$ cat config.mk
export PLATFORM = sky130hd
export DESIGN_NAME = alu_exec_unit
export DESIGN_NICKNAME = d
export VERILOG_FILES = /design/src/rtl/alu_exec_unit.sv
export SDC_FILE = /design/constraint.sdc
export NUM_CORES = 1
export LEC_CHECK = 0
export ABC_AREA = 1
export ABC_CLOCK_PERIOD_IN_PS = 13800
export CAP_MARGIN = 20
export CELL_PAD_IN_SITES_DETAIL_PLACEMENT = 1
export CELL_PAD_IN_SITES_GLOBAL_PLACEMENT = 1
export CORE_MARGIN = 3
export CORE_UTILIZATION = 36
export CTS_BUF_LIST = sky130_fd_sc_hd__clkbuf_4 sky130_fd_sc_hd__clkbuf_8
export CTS_CLUSTER_SIZE = 20
export DETAILED_ROUTE_END_ITERATION = 8
export PLACE_DENSITY = 0.93
export SYNTH_ARGS = -nofsm -noshare
export SYNTH_HDL_FRONTEND = slang
export SYNTH_SLANG_ARGS = --single-unit
$ cat constraint.sdc
create_clock -name clk -period 13.8 [get_ports clk]
set_clock_uncertainty 0.1 [all_clocks]
set_input_delay 2.76 -clock clk [delete_from_list [all_inputs] [get_ports clk]]
set_output_delay 2.76 -clock clk [all_outputs]
set_load 0.1 [all_outputs]
$ cat src/rtl/alu_exec_unit.sv
// rtl/alu_exec_unit.sv - execute-stage ALU, ALU control decode, status flags and PC adders
//
// Purpose: execute-stage datapath for the single-cycle MIPS-lite core. Decodes
// aluop/funct into a 4-bit ALU operation, computes the ALU result with zero
// detect, keeps N/V/Z flags from the most recent R-type instruction, and forms
// PC+4 and the branch target.
//
// Ports:
//   clk        in   system clock, flags update on rising edge
//   reset      in   asynchronous active-high, clears flags
//   aluop      in   [1:0] from main control
//   funct      in   [5:0] instruction function field
//   a, b       in   [WIDTH-1:0] ALU operands
//   pc         in   [WIDTH-1:0] current program counter
//   br_offset  in   [WIDTH-1:0] sign-extended branch offset in words
//   gout       out  [3:0] decoded ALU operation
//   result     out  [WIDTH-1:0] ALU result (combinational)
//   zero       out  result == 0 (combinational)
//   status_n   out  registered negative flag
//   status_v   out  registered signed-overflow flag
//   status_z   out  registered zero flag
//   pc_plus4   out  [WIDTH-1:0] pc + 4
//   br_target  out  [WIDTH-1:0] pc_plus4 + (br_offset << 2)

module alu_exec_unit #(
   parameter int WIDTH = 32
) (
   input  logic             clk,
   input  logic             reset,
   input  logic [1:0]       aluop,
   input  logic [5:0]       funct,
   input  logic [WIDTH-1:0] a,
   input  logic [WIDTH-1:0] b,
   input  logic [WIDTH-1:0] pc,
   input  logic [WIDTH-1:0] br_offset,
   output logic [3:0]       gout,
   output logic [WIDTH-1:0] result,
   output logic             zero,
   output logic             status_n,
   output logic             status_v,
   output logic             status_z,
   output logic [WIDTH-1:0] pc_plus4,
   output logic [WIDTH-1:0] br_target
);

   localparam logic [3:0] OP_AND = 4'b0000;
   localparam logic [3:0] OP_OR  = 4'b0001;
   localparam logic [3:0] OP_ADD = 4'b0010;
   localparam logic [3:0] OP_XOR = 4'b0011;
   localparam logic [3:0] OP_SUB = 4'b0110;
   localparam logic [3:0] OP_SLT = 4'b0111;
   localparam logic [3:0] OP_NOR = 4'b1100;

   logic             overflow;
   logic [WIDTH-1:0] sum;
   logic [WIDTH-1:0] diff;
   logic             n_d, v_d, z_d;
   logic             n_q, v_q, z_q;

   // ALU control decode
   always_comb begin
      gout = OP_ADD;
      case (aluop)
         2'b00: gout = OP_ADD;
         2'b01: gout = OP_SUB;
         2'b11: gout = OP_NOR;
         2'b10: begin
            case (funct)
               6'b100000: gout = OP_ADD;
               6'b100010: gout = OP_SUB;
               6'b100100: gout = OP_AND;
               6'b100101: gout = OP_OR;
               6'b100110: gout = OP_XOR;
               6'b100111: gout = OP_NOR;
               6'b101010: gout = OP_SLT;
               default:   gout = OP_ADD;
            endcase
         end
         default: gout = OP_ADD;
      endcase
   end

   assign sum  = a + b;
   assign diff = a - b;

   always_comb begin
      result   = '0;
      overflow = 1'b0;
      case (gout)
         OP_AND: result = a & b;
         OP_OR:  result = a | b;
         OP_XOR: result = a ^ b;
         OP_NOR: result = ~(a | b);
         OP_ADD: begin
            result   = sum;
            overflow = (a[WIDTH-1] == b[WIDTH-1]) && (sum[WIDTH-1] != a[WIDTH-1]);
         end
         OP_SUB: begin
            result   = diff;
            overflow = (a[WIDTH-1] != b[WIDTH-1]) && (diff[WIDTH-1] != a[WIDTH-1]);
         end
         OP_SLT: result = ($signed(a) < $signed(b)) ? WIDTH'(1) : '0;
         default: result = '0;
      endcase
   end

   assign zero = (result == '0);

   // Flags capture only on R-type so later flag branches see the last R-type outcome
   always_comb begin
      n_d = n_q;
      v_d = v_q;
      z_d = z_q;
      if (aluop == 2'b10) begin
         n_d = result[WIDTH-1];
         v_d = overflow;
         z_d = zero;
      end
   end

   always_ff @(posedge clk or posedge reset) begin
      if (reset) begin
         n_q <= 1'b0;
         v_q <= 1'b0;
         z_q <= 1'b0;
      end else begin
         n_q <= n_d;
         v_q <= v_d;
         z_q <= z_d;
      end
   end

   assign status_n = n_q;
   assign status_v = v_q;
   assign status_z = z_q;

   assign pc_plus4  = pc + WIDTH'(4);
   assign br_target = pc_plus4 + {br_offset[WIDTH-3:0], 2'b00};

endmodule

==> metrics.txt, run 1 <==
outcome=finished clean; RSZ-0062 raised after global routing=no; clock sinks=3; area growth from synthesis to layout=26.30%; final wirelength=44530 microns; HP Class=reg -> reg; CTS tree=done; Critical Path Max Stage Delay=1140 ps; post-CTS setup buffer count=0; pwr dens=74.06 nW/um^2; post-CTS sizing=0; drt first-iter violations=913; core area=26280 sq um; static leakage=6.921 nW; via count=12850; Final setup viols=0; initial core utilization=0.3696; post-synth cell types=47; Clock power frac=0.032; Comb pwr share=0.956; full die area=28990 sq um; first-pass GRT wire length=69000 microns; port buffer count=233; final worst setup slack=2733 ps; I/O pin cnt=242; commonest non-fill, non-tap cells in the layout=nand2_1 (614), inv_1 (381), clkdlybuf4s50_1 (233), nor2_1 (225), nand3_1 (153); Die H=170.3 microns; GRT overflow=0; Syn Nets=2190; flops & latches, synth=3; ANT nets after route=0; CTS HTree Levels=1; Nets=2383; Sw Share=0.7197; Vias/cell=5.253; Worst Reg-to-Reg Cells=2; Int Power=0.2547 mW; number of global-route vias before repair=13380; Post-Synthesis Cells=1919; antenna fix cells=0; fillcell total=3852; total CTS buffers=3; switching pwr=0.6539 mW; Final Cell Area=12270 sq um; Final Wtd Congestion=0.9921; worst-margin pin slew=1078 ps; final count of hold timing violations=0; pin count of the biggest net entering global routing=34; site row count=59; CP Data Arrival Time=8210 ps; die width=170.3 microns; pre-CTS setup slack=2767 ps; Worst path most repeated cell=nand2_1; Flop pwr share=0.012; Post-CTS Hold Buffers=0; max_cap viols=0; relative slew slack=0.2790; syn_area_per_cell=5.062 sq um; Mapped Area=9713 sq um; maximum vdd ir drop=0.00005019 V; first-pass iteration count of the detailed router=5; Max Slew Vio Count=0; post-DP HPWL=38390 microns; EDFF count, synth=0; Startpoint Class=input pin; worst hold slack=409.5 ps; Post-DP Area=12220 sq um; Clk pin slew, worst setup/hold paths=40 ps; layout cells sized above 1=0.02463; Post-route DRC=0; min Tclk post-route=11070 ps; Clock Path Buffers=2; initial antenna violation count=0; yosys warns=0; Root Driver=clkbuf_8; Hold Path Cell Cnt=2; most used flip-flop cell after synthesis=dfrtp_1; critical path required time=10940 ps; Tot Pwr=0.9086 mW; fin crit share=0.8019; crit-path max FO=5; setup slack, reg-to-reg=13040 ps; later-pin clock latency in the skew report=230 ps; Worst path slowest cell=clkdlybuf4s50_1; most common cell after layout, fill and taps aside=nand2_1; FMAX=0.09036 GHz; crit path cell chain=clkdlybuf4s50_1 > ha_1 > nand2_1 > nor2_2 > inv_2 > nor4_4 > and3_1 > nand2_1 > nor2_2 > nand3_1 > nor2_1 > nand2_1 > xor2_1 > inv_1 > ha_1 > a21oi_1 > o21ai_0 > a211oi_1 > o21ai_0 > a21oi_1 > xor2_1 > clkdlybuf4s50_1; Crit Path Class=in -> out; Total Routing Usage GR=0.2962; FFs w/ async S/R, synth=1.000; Setup Total Neg Slack=0 ps; Routed WL per cell=18.20 microns; Crit. End Element=output pin; post-synthesis sequential area ratio=0.007729
==> registers in the layout (all words and copies together) (netlist names) <==
signal,flops
status_n,1
status_v,1
status_z,1
==> final cells by class <==
type | count | area (sq um) | share of cell area
multi-input combinational | 1479 | 7910 | 0.6448
timing repair buffer | 236 | 2355 | 0.1919
inverter | 389 | 1460 | 0.1190
tap | 335 | 419.2 | 0.03417
sequential | 3 | 75.07 | 0.006119
clock buffer | 4 | 48.80 | 0.003978
==> worst max-delay path, delay by kind of cell <==
kind,cells,cell delay (ps)
buffers and inverters,4,1790
and+or+nand+nor,9,1470
AOI/OAI and AO/OA,5,1270
adders and majority gates,2,560
xor gates and xnor gates,2,320
==> power by group through the flow <==
stage               combinational, mW  sequential (mW)  clock, mW
detailed placement              0.861           0.0106          0
global route                    0.923           0.0106     0.0294
floorplan                       0.615           0.0181          0
CTS                             0.864           0.0105     0.0299
global placement                0.845           0.0105          0
finish                          0.869           0.0105     0.0294
==> Yosys cell counts (5+ instances only) <==
library cell  number  share of area
a21oi_1           89          0.046
a31oi_1            6         0.0039
buf_2             34          0.018
buf_4              7         0.0054
ha_1             130           0.17
inv_1            381           0.15
inv_2              7         0.0027
nand2_1          614           0.24
nand3_1          153          0.079
nand4_1           30          0.019
nor2_1           225          0.087
nor2_2            11         0.0071
nor3_1            19         0.0098
nor4_1             5         0.0032
o211ai_1          11         0.0085
o21ai_0           47          0.024
o21ai_1            7         0.0036
o21bai_1          11         0.0085
or2_2              9         0.0058
xnor2_1           12          0.011
xor2_1            49          0.044
==> path summary, 6_finish.rpt <==
| path | from | endpoint |
|---|---|---|
| worst max-delay path | pc[2] | br_target[31] |
| worst min-delay path | status_n$_DFFE_PP0P_ | status_n$_DFFE_PP0P_ |
| worst max register to register | status_v$_DFFE_PP0P_ | status_v$_DFFE_PP0P_ |
| worst min register to register | status_n$_DFFE_PP0P_ | status_n$_DFFE_PP0P_ |
| max in group asynchronous | reset | status_v$_DFFE_PP0P_ |
| min in group asynchronous | reset | status_z$_DFFE_PP0P_ |
==> through the flow <==
stage	cells	util
5_1_grt	2446	0.4668
2_1_floorplan	1919	-
3_5_place_dp	2442	0.4650
3_3_place_gp	2442	0.4650
4_1_cts	2446	0.4668
6_report	2446	0.4668
==> per-layer routing <==
| layer | vias up | part of all wire | GRT usage |
|---|---|---|---|
| li1 | 6281 | - | - |
| met4 | 0 | 0.028 | 0.08466 |
| met2 | 444 | 0.48 | 0.5432 |
| met5 | - | 0 | 0 |
| met1 | 6047 | 0.42 | 0.3621 |
| met3 | 78 | 0.071 | 0.03577 |
==> cell families (layout without fill, tap and decap cells) <==
family,Yosys count,count (layout),share of synthesized area
buffers and inverters,437,629,0.1784
adder cells (fa/ha/maj),133,133,0.1736
AND/OR/NAND/NOR,1096,1096,0.4769
AO/OA/AOI/OAI,189,189,0.1083
XOR/XNOR,61,61,0.05500
flip-flops,3,3,0.007729
(Power assumes the default switching activity.)
==> inputs of run 2 (changes only) <==
ABC_CLOCK_PERIOD_IN_PS = 9100   (was 13800)
CORE_UTILIZATION = 30   (was 36)
PLACE_DENSITY = 0.83   (was 0.93)
clock period = 9.1 ns   (was 13.8 ns; I/O delays follow)
==> metrics.txt, run 2 (synthesis results as in run 1) <==
drt first-iter violations=676 (was 913); commonest non-fill, non-tap cells in the layout=nand2_1 (613), inv_1 (381), nor2_1 (225), clkdlybuf4s50_1 (216), nand3_1 (153) (was nand2_1 (614), inv_1 (381), clkdlybuf4s50_1 (233), nor2_1 (225), nand3_1 (153)); Crit. End Element=output pin (unchanged); crit path cell chain=clkdlybuf4s50_1 > ha_1 > nand2_1 > nor2_2 > inv_2 > nor4_4 > and3_1 > nand2_1 > nor2_2 > nand3_1 > nor2_1 > nand2_1 > xor2_1 > inv_1 > ha_1 > a21oi_1 > o21ai_0 > a211oi_1 > o21ai_0 > a21oi_1 > xor2_1 > buf_4 (was clkdlybuf4s50_1 > ha_1 > nand2_1 > nor2_2 > inv_2 > nor4_4 > and3_1 > nand2_1 > nor2_2 > nand3_1 > nor2_1 > nand2_1 > xor2_1 > inv_1 > ha_1 > a21oi_1 > o21ai_0 > a211oi_1 > o21ai_0 > a21oi_1 > xor2_1 > clkdlybuf4s50_1); worst hold slack=370.0 ps (was 409.5 ps); Critical Path Max Stage Delay=510 ps (was 1140 ps); Crit Path Class=in -> out (unchanged); Final Cell Area=12320 sq um (was 12270 sq um); I/O pin cnt=242 (unchanged); maximum vdd ir drop=0.00007723 V (was 0.00005019 V); post-CTS setup buffer count=0 (unchanged); GRT overflow=0 (unchanged); Routed WL per cell=17.79 microns (was 18.20 microns); die width=185.9 microns (was 170.3 microns); Nets=2383 (unchanged); first-pass GRT wire length=69250 microns (was 69000 microns); Worst path most repeated cell=nand2_1 (unchanged); Die H=185.9 microns (was 170.3 microns); fin crit share=0.9156; CP Data Arrival Time=6410 ps (was 8210 ps); site row count=65 (was 59); Setup Total Neg Slack=0 ps (unchanged); crit-path max FO=5 (unchanged); Worst path slowest cell=clkdlybuf4s50_1 (unchanged); Clock Path Buffers=2 (unchanged); fillcell total=4536 (was 3852); HP Class=reg -> reg (unchanged); RSZ-0062 raised after global routing=no (unchanged); layout cells sized above 1=0.03316 (was 0.02463); number of global-route vias before repair=13190 (was 13380); most common cell after layout, fill and taps aside=nand2_1 (unchanged); relative slew slack=0.2892 (was 0.2790); final count of hold timing violations=0 (unchanged); Total Routing Usage GR=0.2515 (was 0.2962); ANT nets after route=0 (unchanged); critical path required time=7180 ps (was 10940 ps); via count=12790 (was 12850); max_cap viols=0 (unchanged); full die area=34570 sq um (was 28990 sq um); CTS HTree Levels=1 (unchanged); later-pin clock latency in the skew report=220 ps (was 230 ps); Final Wtd Congestion=0.9679 (was 0.9921); outcome=finished clean (unchanged); FMAX=0.1200 GHz; Startpoint Class=input pin (unchanged); post-CTS sizing=0 (unchanged); initial core utilization=0.3062 (was 0.3696); CTS tree=done (unchanged); pin count of the biggest net entering global routing=34 (unchanged); final wirelength=44740 microns (was 44530 microns); first-pass iteration count of the detailed router=4 (was 5); pwr dens=111.2 nW/um^2 (was 74.06 nW/um^2); min Tclk post-route=8332 ps; Post-DP Area=12260 sq um (was 12220 sq um); area growth from synthesis to layout=26.81% (was 26.30%); Post-CTS Hold Buffers=0 (unchanged); port buffer count=233 (unchanged); initial antenna violation count=0 (unchanged); clock sinks=3 (unchanged); worst-margin pin slew=1063 ps (was 1078 ps); Clk pin slew, worst setup/hold paths=30 ps (was 40 ps); static leakage=6.937 nW (was 6.921 nW); Post-route DRC=0 (unchanged); total CTS buffers=3 (unchanged); core area=31720 sq um (was 26280 sq um); Max Slew Vio Count=0 (unchanged); Root Driver=clkbuf_8 (unchanged); post-DP HPWL=38750 microns (was 38390 microns); Final setup viols=0 (unchanged); Vias/cell=5.086 (was 5.253)
[run 2: metal layers]
layer,vias to the layer above,GRT usage,share of wire
li1,6291,-,-
met1,6086,0.3194,0.44
met2,358,0.4518,0.47
met3,57,0.02834,0.055
met4,0,0.06494,0.028
met5,-,0,0
[run 2: final timing paths]
path                                      start                    to  slack (ps)  depth (start not counted)
min in group asynchronous                 reset  status_n$_DFFE_PP0P_        1670                          2
max in group asynchronous                 reset  status_z$_DFFE_PP0P_        7100                          2
setup reg to reg           status_v$_DFFE_PP0P_  status_v$_DFFE_PP0P_        8360                          2
setup / recovery                          pc[2]         br_target[31]         770                         22
hold / removal             status_z$_DFFE_PP0P_  status_z$_DFFE_PP0P_         370                          2
hold reg to reg            status_z$_DFFE_PP0P_  status_z$_DFFE_PP0P_         370                          2
[run 2: report_power, final]
group | internal, mW | switching [mW] | leakage (nW)
sequential | 0.0150 | 0.000745 | 0.0385
clock | 0.0329 | 0.00919 | 0.0262
combinational | 0.333 | 0.979 | 6.87
[run 2: critical path: cells and delay by family]
kind / cells / cell delay, ps
AOI/OAI and AO/OA: 5 / 1250
xor gates and xnor gates: 2 / 320
adders and majority gates: 2 / 550
buffers and inverters: 4 / 960
and+or+nand+nor: 9 / 1500
[run 2: layout make-up]
| type | instances | area [sq um] | share of cell area |
|---|---|---|---|
| inverter | 389 | 1460 | 0.1185 |
| tap | 402 | 503.0 | 0.04084 |
| multi-input combinational | 1479 | 7913 | 0.6424 |
| clock buffer | 4 | 48.80 | 0.003962 |
| timing repair buffer | 236 | 2312 | 0.1877 |
| antenna | 2 | 5.005 | 0.0004063 |
| sequential | 3 | 75.07 | 0.006095 |
[run 2: per-stage QoR]
| step | total power, mW | instances | setup WS, ps | util |
|---|---|---|---|---|
| after detailed placement | 1.320 | 2509 | 834.7 | 0.3866 |
| after global routing | 1.459 | 2513 | 465.2 | 0.3882 |
| after CTS | 1.366 | 2513 | 803.1 | 0.3882 |
| after floorplan | 0.9599 | 1919 | 243.2 | - |
| after global placement | 1.300 | 2509 | 996.3 | 0.3866 |
| final | 1.369 | 2515 | 767.8 | 0.3883 |
